**src/rtl/rr_mux_arbiter_8_pkg.sv**
```systemverilog
// Shared constants for the rr_mux_arbiter_8 codebase slice: FSM encoding,
// requester count and select width, plus a one-hot helper.
package rr_mux_arbiter_8_pkg;

  localparam int NUM_REQ = 8;
  localparam int SEL_W   = 3;

  localparam logic ST_IDLE = 1'b0;
  localparam logic ST_BUSY = 1'b1;

  function automatic logic [NUM_REQ-1:0] sel_onehot(input logic [SEL_W-1:0] s);
    logic [NUM_REQ-1:0] one;
    one = NUM_REQ'(1);
    return one << s;
  endfunction

endpackage

```
**src/rtl/rr_mux_arbiter_8_mux.sv**
```systemverilog
// MUX8T1_8: the existing 8-bit 8-to-1 multiplexer driven by the arbiter's select.
module MUX8T1_8 (
  input  logic [7:0] I0,
  input  logic [7:0] I1,
  input  logic [7:0] I2,
  input  logic [7:0] I3,
  input  logic [7:0] I4,
  input  logic [7:0] I5,
  input  logic [7:0] I6,
  input  logic [7:0] I7,
  input  logic [2:0] s,
  output logic [7:0] o
);

  always_comb begin
    o = I0;
    case (s)
      3'd0: o = I0;
      3'd1: o = I1;
      3'd2: o = I2;
      3'd3: o = I3;
      3'd4: o = I4;
      3'd5: o = I5;
      3'd6: o = I6;
      3'd7: o = I7;
      default: o = I0;
    endcase
  end

endmodule

```
**src/rtl/rr_mux_arbiter_8.sv**
```systemverilog
// Round-robin arbiter/sequencer sharing one 8-bit valid/ready channel among 8
// requesters via MUX8T1_8. Optional stall timeout: define ARB_TIMEOUT_EN.
module rr_mux_arbiter_8
  import rr_mux_arbiter_8_pkg::*;
#(
  parameter int MAX_BURST   = 4,
  parameter int TIMEOUT_CYC = 16
) (
  input  logic       clk,
  input  logic       rst,
  input  logic [7:0] req,
  input  logic [7:0] I0,
  input  logic [7:0] I1,
  input  logic [7:0] I2,
  input  logic [7:0] I3,
  input  logic [7:0] I4,
  input  logic [7:0] I5,
  input  logic [7:0] I6,
  input  logic [7:0] I7,
  input  logic       out_ready,
  output logic       out_valid,
  output logic [7:0] out_data,
  output logic [7:0] gnt,
  output logic [7:0] ack,
  output logic [2:0] sel,
  output logic       busy,
  output logic       timeout
);

  // Channel handshake: a byte moves on every cycle where out_valid and
  // out_ready are both high; out_valid follows the granted req line, so a
  // requester withdraws its byte simply by dropping req.

  localparam logic [7:0] BURST_LAST = 8'(MAX_BURST - 1);

  logic             state;
  logic [SEL_W-1:0] last;
  logic [7:0]       cnt;
  logic [SEL_W-1:0] pick_idx;
  logic [SEL_W-1:0] cand;
  logic             pick_found;
  logic             xfer;
  logic             burst_done;
  logic             stall_hit;
  logic             release_grant;

  // busy is the registered FSM state, so checkers can bind to it directly.
  assign busy          = (state == ST_BUSY);
  assign out_valid     = busy & req[sel];
  assign xfer          = out_valid & out_ready;
  assign ack           = gnt & {NUM_REQ{xfer}};
  assign burst_done    = xfer & (cnt == BURST_LAST);
  assign release_grant = busy & (burst_done | ~req[sel] | stall_hit);

  // Search starts just past the last granted requester and wraps modulo 8.
  always_comb begin
    pick_found = 1'b0;
    pick_idx   = last;
    cand       = '0;
    for (int k = 1; k <= NUM_REQ; k++) begin
      cand = last + SEL_W'(k);
      if (!pick_found && req[cand]) begin
        pick_found = 1'b1;
        pick_idx   = cand;
      end
    end
  end

  always_ff @(posedge clk) begin
    if (rst) begin
      state <= ST_IDLE;
      gnt   <= '0;
      sel   <= '0;
      cnt   <= '0;
      last  <= SEL_W'(NUM_REQ - 1);
    end else begin
      case (state)
        ST_IDLE: begin
          if (pick_found) begin
            state <= ST_BUSY;
            sel   <= pick_idx;
            gnt   <= sel_onehot(pick_idx);
            cnt   <= '0;
          end
        end
        ST_BUSY: begin
          if (release_grant) begin
            state <= ST_IDLE;
            gnt   <= '0;
            last  <= sel;
            cnt   <= '0;
          end else if (xfer) begin
            cnt <= cnt + 8'd1;
          end
        end
        default: state <= ST_IDLE;
      endcase
    end
  end

`ifdef ARB_TIMEOUT_EN
  localparam logic [7:0] STALL_LAST = 8'(TIMEOUT_CYC - 1);

  logic [7:0] stall;
  logic       timeout_q;

  assign stall_hit = out_valid & ~out_ready & (stall == STALL_LAST);
  assign timeout   = timeout_q;

  // The pulse is registered so it lines up with the cycle gnt first reads 0.
  always_ff @(posedge clk) begin
    if (rst) begin
      stall     <= '0;
      timeout_q <= 1'b0;
    end else begin
      timeout_q <= stall_hit;
      if (!busy || release_grant || xfer) begin
        stall <= '0;
      end else if (out_valid && !out_ready) begin
        stall <= stall + 8'd1;
      end
    end
  end
`else
  assign stall_hit = 1'b0;
  assign timeout   = 1'b0;
`endif

  MUX8T1_8 u_mux (
    .I0 (I0),
    .I1 (I1),
    .I2 (I2),
    .I3 (I3),
    .I4 (I4),
    .I5 (I5),
    .I6 (I6),
    .I7 (I7),
    .s  (sel),
    .o  (out_data)
  );

endmodule

```
**config.mk**
```make
export PLATFORM = sky130hd
export DESIGN_NAME = rr_mux_arbiter_8
export DESIGN_NICKNAME = d
export VERILOG_FILES = /design/src/rtl/rr_mux_arbiter_8_pkg.sv /design/src/rtl/rr_mux_arbiter_8_mux.sv /design/src/rtl/rr_mux_arbiter_8.sv
export SDC_FILE = /design/constraint.sdc
export NUM_CORES = 1
export LEC_CHECK = 0
export ABC_AREA = 1
export CAP_MARGIN = 15
export CELL_PAD_IN_SITES_DETAIL_PLACEMENT = 2
export CELL_PAD_IN_SITES_GLOBAL_PLACEMENT = 2
export CORE_ASPECT_RATIO = 0.8
export CORE_MARGIN = 3
export CORE_UTILIZATION = 21
export CTS_CLUSTER_SIZE = 14
export DETAILED_ROUTE_END_ITERATION = 8
export MAX_ROUTING_LAYER = met4
export PLACE_DENSITY_LB_ADDON = 0.1
export REMOVE_ABC_BUFFERS = 1
export SYNTH_ARGS = -nofsm -noshare
export SYNTH_HDL_FRONTEND = slang
export SYNTH_SLANG_ARGS = --single-unit
```
**constraint.sdc**
```tcl
create_clock -name clk -period 3.17 [get_ports clk]
set_input_delay 0.634 -clock clk [delete_from_list [all_inputs] [get_ports clk]]
set_output_delay 0.634 -clock clk [all_outputs]
set_load 0.1 [all_outputs]
```
=== After elaboration in Yosys (flattened, before gate mapping) ===
Index checks and enable logic that the tools add are counted.
Widths: inputs -> output; s select.

* Output and inout bits: 30
* Flip-flop bits (word level): 23
* Word-level logic and storage cells: 106
* Input port bits: 75

* Reduce and logical (&&, ||, !) cells: 19
* Add/sub/neg operators: 8
* Magnitude comparators: 9
* Bitwise operators: 8
* Equal/unequal tests: 11
* Mux-type cells: 45
* Shift-type cells: 1

{| class="wikitable"
|+ Operator list
! operator !! count
|-
| $pmux 8 s8 || 1
|-
| $mux 8 || 5
|-
| $lt 3x4->1 const B || 9
|-
| $pmux 8 s2 || 2
|-
| $bmux 1 s3 || 9
|-
| $mux 3 || 8
|-
| $mux 1 || 19
|-
| $add 3x3->3 const B || 4
|-
| $eq 3x3->1 const B || 4
|-
| $add 8x1->8 const B || 1
|-
| $and 8x8->8 || 1
|-
| $eq 8x2->1 const B || 1
|-
| $reduce_and 2->1 || 4
|-
| $shl 1x3->8 const A || 1
|-
| $logic_and 1x1->1 || 7
|-
| $logic_not 1->1 || 7
|-
| $add 3x2->3 const B || 2
|-
| $eq 3x2->1 const B || 2
|-
| $and 1x1->1 || 4
|-
| $add 3x1->3 const B || 1
|-
| $eq 3x1->1 const B || 1
|-
| $logic_not 3->1 || 1
|-
| $ne 3x1->1 const B || 1
|-
| $ne 2x1->1 const B || 1
|-
| other kinds (4) || 5
|}

=== Depth between registers and ports, before layout ===
* Depth after elaboration: 28
* Gate-level depth with buffers: 20
* Gate-level depth less buffers: 19

=== Hierarchy ===
Synthesis repeated with hierarchy kept, for this count alone.

* Cell total of the unflattened synthesis: 460
* Area, all modules: 2661.3 sq um

{| class="wikitable"
|+ Modules (own cells, without submodules)
! module !! area an instance (sq um) !! sequential area each (sq um) !! instances !! cells an instance
|-
| rr_mux_arbiter_8 || 1976.9 || 460.4 || 1 || 322
|-
| MUX8T1_8 || 684.4 || 0.0 || 1 || 138
|}

=== Worst setup path after synthesis ===
OpenSTA, ideal clock, no wires.

* Path kind: flip-flop to output port
* From: register sel[1]
* To: output port ack[0]
* Path slack: -1704 ps
* Data required time: 2536 ps
* Stages on the path, launching flop included: 10
* Path buffers: 1
* Data arrival time: 4240 ps
* Cells stage by stage: dfxtp_1 -> buf_2 -> nand2_1 -> inv_1 -> nand2_1 -> a31o_2 -> o21ai_0 -> and2_1 -> nand2_1 -> nor2_1

* Longest elaborated chain between the ends: 5

{| class="wikitable"
|+ RTL lines
! item !! RTL line !! source
|-
| from (decl) || rr_mux_arbiter_8.sv:25 || <nowiki>output logic [2:0] sel,</nowiki>
|-
| from (signal assigned) || rr_mux_arbiter_8.sv:81 || <nowiki>sel <= pick_idx;</nowiki>
|-
| $bmux 1 s3 || rr_mux_arbiter_8.sv:49 || <nowiki>assign out_valid = busy & req[sel];</nowiki>
|-
| $mux 1 (not written as such) || rr_mux_arbiter_8.sv:49 ||
|-
| $and 1x1->1 || rr_mux_arbiter_8.sv:49 ||
|-
| named net out_valid || rr_mux_arbiter_8.sv:21 || <nowiki>output logic out_valid,</nowiki>
|-
| $and 1x1->1 || rr_mux_arbiter_8.sv:50 || <nowiki>assign xfer = out_valid & out_ready;</nowiki>
|-
| $and 8x8->8 || rr_mux_arbiter_8.sv:51 || <nowiki>assign ack = gnt & {NUM_REQ{xfer}};</nowiki>
|-
| to (decl) || rr_mux_arbiter_8.sv:24 || <nowiki>output logic [7:0] ack,</nowiki>
|}

The timed path passes the listed nets, and every way through them passes these cells. The select of a mux whose other input is x is not followed.

=== Worst setup path after layout ===
* From: input port req[2]
* To: output port ack[0]

* Longest elaborated chain between the ends: 5

{| class="wikitable"
|+ RTL lines
! item !! RTL line !! source
|-
| from (decl) || rr_mux_arbiter_8.sv:11 || <nowiki>input logic [7:0] req,</nowiki>
|-
| $bmux 1 s3 || rr_mux_arbiter_8.sv:49 ||
|-
| $mux 1 (not written as such) || rr_mux_arbiter_8.sv:49 ||
|-
| $and 1x1->1 || rr_mux_arbiter_8.sv:49 ||
|-
| $and 1x1->1 || rr_mux_arbiter_8.sv:50 ||
|-
| $and 8x8->8 || rr_mux_arbiter_8.sv:51 ||
|}

Every way passes these cells. The select of a mux whose other input is x is not followed.

==> flow_summary.toml <==
[clock_tree]
clkLatencyLatePin_ps = 260
cts_buffers = 3
cts.sinks = 23
cts_htree_levels = 1
clk_path_buf_depth = 2
cts-root-buf = "clkbuf_16"
hold_buffers = 0
path_clk_slew_ps = 60
tritoncts = "yes"

[drt]
wirelength_um = 10680
vias = 3207
viasPerCell = 4.702
initialDrtViolationCount = 107
drc_errors = 0
wire_per_inst_um = 15.66
drt-pass1-iter-count = 4
ant_nets = 0

[setup_path]
path_depth = 10
endpoint = "ack[0]"
crit_buf_inv = 4
cp_common_cell = "o21ai_0"
crit_fanout = 8
startpoint = "req[2]"
r2r_slack_ps = 420
ff2ff_path_depth = 15
cp-start-kind = "primary input"
crit_required_ps = 2540
crit_family = "buffers and inverters"
cp_slowest_cell = "clkdlybuf4s50_1"
r2r-end = "cnt[4]"
endpoint_kind = "output pin"
cp.arrival_ps = 2400
cp_cell_sequence = "clkdlybuf4s50_1, inv_1, o21ai_0, a221oi_1, o21ai_0, buf_4, and2_1, nand2_4, nor2_2, buf_12"
r2r-start = "last[0]"
critPathKind = "primary input to output pin"
critPathMaxStageDelay_ps = 480

[logic_synthesis]
netlist.area_leader.share_pct = 18.33
synth-seq-cells = 23
synth_area_leaders = "dfxtp_1 18%, nand2_1 15%, inv_1 11%"
syn-cell-area_um2 = 2512
yosysTopAreaCell = "dfxtp_1"
synth_top_family_by_area = "simple AND/OR/NAND/NOR gates"
dominantRegCellSynth = "dfxtp_1"
ys_types = 43
muxShareOfSynthArea_pct = 0
synth_adder_area_share_pct = 1.494
synth_most_common_cell = "nand2_1"
yosysSeqAreaShare_pct = 18.33
yosys.area_share.simple_pct = 45.62
synth_edf_count = 0
synthCells = 420
postSynthAreaPerCell_um2 = 5.982
synth_compound_area_share_pct = 17.13
synthTopCellsByCount = "103 x nand2_1, 76 x inv_1, 52 x nand3_1, 26 x nor2_1, 23 x dfxtp_1"
synthXorXnorAreaFrac_pct = 1.693
yosysWarnings = 0
async_reset_ff_share_pct = 0

[pwr]
p_int_mw = 1.764
p_clk_share_pct = 6.0
combPwrFrac_pct = 84.6
power_switching_mw = 2.934
seqPwrFrac_pct = 9.4
power_density_nw_per_um2 = 1161
power_leakage_nw = 1.828
ir_worst_vdd_mv = 0.4667
p_sw_share_pct = 62.45

[global_route]
grt_pass1_vias = 3508
grt_pass1_wl_um = 17620
grt_max_degree = 20
antenna_found_initial = 0
track_usage_pct = 16.49
grt.overflow.total = 0

[floorplanning]
fp.coreArea_um2 = 11600
die_w_um = 128.3
die_y_um = 103.8
start_util_pct = 21.65
rows = 35
num_io_pins = 105
dieArea_um2 = 13320

[placed_design]
place.gp.congestion = 0.7905
place_ws_ps = -59.98
detailed_place_hpwl_um = 9238
port_buffers = 103

[timing]
worst_slew_pin_slew_ps = 656.8
min_period_ps = 3034
max_freq_mhz = 329.6
max-slew-margin-rel_pct = 56.05
drv_slew = 0
tns_ps = 0
finClkSkew_ps = 6.485
post-route-period-util_pct = 95.72
setup_viol = 0
hold_viol = 0
timing.final.ws_setup_ps = 135.6
whs_ps = 486.2

[run_status]
status = "completed"

[finish]
fin_nets = 613
area_delta_synth_final_pct = 61.11
antenna_cells = 0
drive_gt1_share_pct = 20.22

[run]
drv_cap = 0

[min_path]
hold_path_class = "flip-flop to flip-flop"
## cell type report
class | instances | area (um^2)
well taps | 148 | 185.2
inverters | 82 | 315.3
fillers | 1428 | 7557
multi-input cells | 303 | 1690
flip-flops and latches | 23 | 460.4
clock buffers | 3 | 75.07
clock inverters | 1 | 7.507
repair buffers | 122 | 1314
## how the worst min path moves through the flow
| stage | from | end | depth (start not counted) |
|---|---|---|---|
| after global routing | gnt[0] | gnt[0] | 2 |
| final | gnt[2] | gnt[2] | 2 |
| after detailed placement | gnt[0] | gnt[0] | 2 |
| after CTS | gnt[0] | gnt[0] | 2 |
| after global placement | cnt[0] | cnt[0] | 2 |
| after floorplan | cnt[0] | cnt[0] | 2 |
## routing by layer
layer  wire length [um]  GRT usage (%)
met2               5323          28.92
met4                 22          1.364
met1               4645          19.58
met3                691          4.433
met5                  0              -
## logic make-up (layout without fill, tap and decap cells)
group,Yosys count,count (layout)
buffers and inverters,94,208
other,1,1
adders and majority gates,3,3
and+or+nand+nor,229,229
AOI/OAI and AO/OA,66,66
xor gates and xnor gates,4,4
DFF,23,23
## per-stage QoR
stage | util (%) | total power [mW] | instance area (um^2) | instances
global placement | 33.91 | 4.374 | 3935 | 678
detailed placement | 33.91 | 4.448 | 3935 | 678
finish | 34.88 | 4.699 | 4048 | 682
floorplan | - | 3.144 | 2436 | 408
CTS | 34.62 | 4.766 | 4018 | 682
global route | 34.88 | 5.129 | 4048 | 682
## what timing repair did
action	CTS	global route
gates resized for setup	0	11
endpoints found under the setup margin	0	10
buffers inserted	0	0
## power groups by stage
stage | Sequential (mW) | Combinational, mW | Clock (mW)
5_1_grt | 0.458 | 4.36 | 0.311
6_report | 0.442 | 3.98 | 0.282
2_1_floorplan | 0.793 | 2.35 | 0
3_5_place_dp | 0.450 | 4.00 | 0
3_3_place_gp | 0.448 | 3.93 | 0
4_1_cts | 0.444 | 4.03 | 0.296
## placed cells by master, fill, tap and decap left out, types with 7 or more instances in the layout
cell,n
buf_12,17
nor2_1,18
o22ai_1,14
inv_1,76
nand3_1,52
buf_4,31
a221oi_1,9
a31oi_1,9
nand2_4,7
a21oi_1,14
clkdlybuf4s50_1,74
nand3_2,8
dfxtp_1,23
nand2_2,13
nor2_2,11
o21ai_0,10
nand2_1,101
## worst reg2reg max path, cell delays in order, from the launching register on
cell     delay (ps)
dfxtp_1         350
inv_2            50
ha_1            370
inv_1           270
nand3_2         140
nand3_2         130
nand2_4          80
nor2_4          180
nand4_2         140
nor2_2          150
nand4_1         150
nand2_2         250
inv_1           140
nand3_1          90
nand2_1          60
a21oi_1         130
## flip-flops by register name, summed over array words and instances (netlist names)
register and count:
sel 3, cnt 8, gnt 8, last 3, busy 1
No activity file was read; power rests on OpenSTA's default activity.
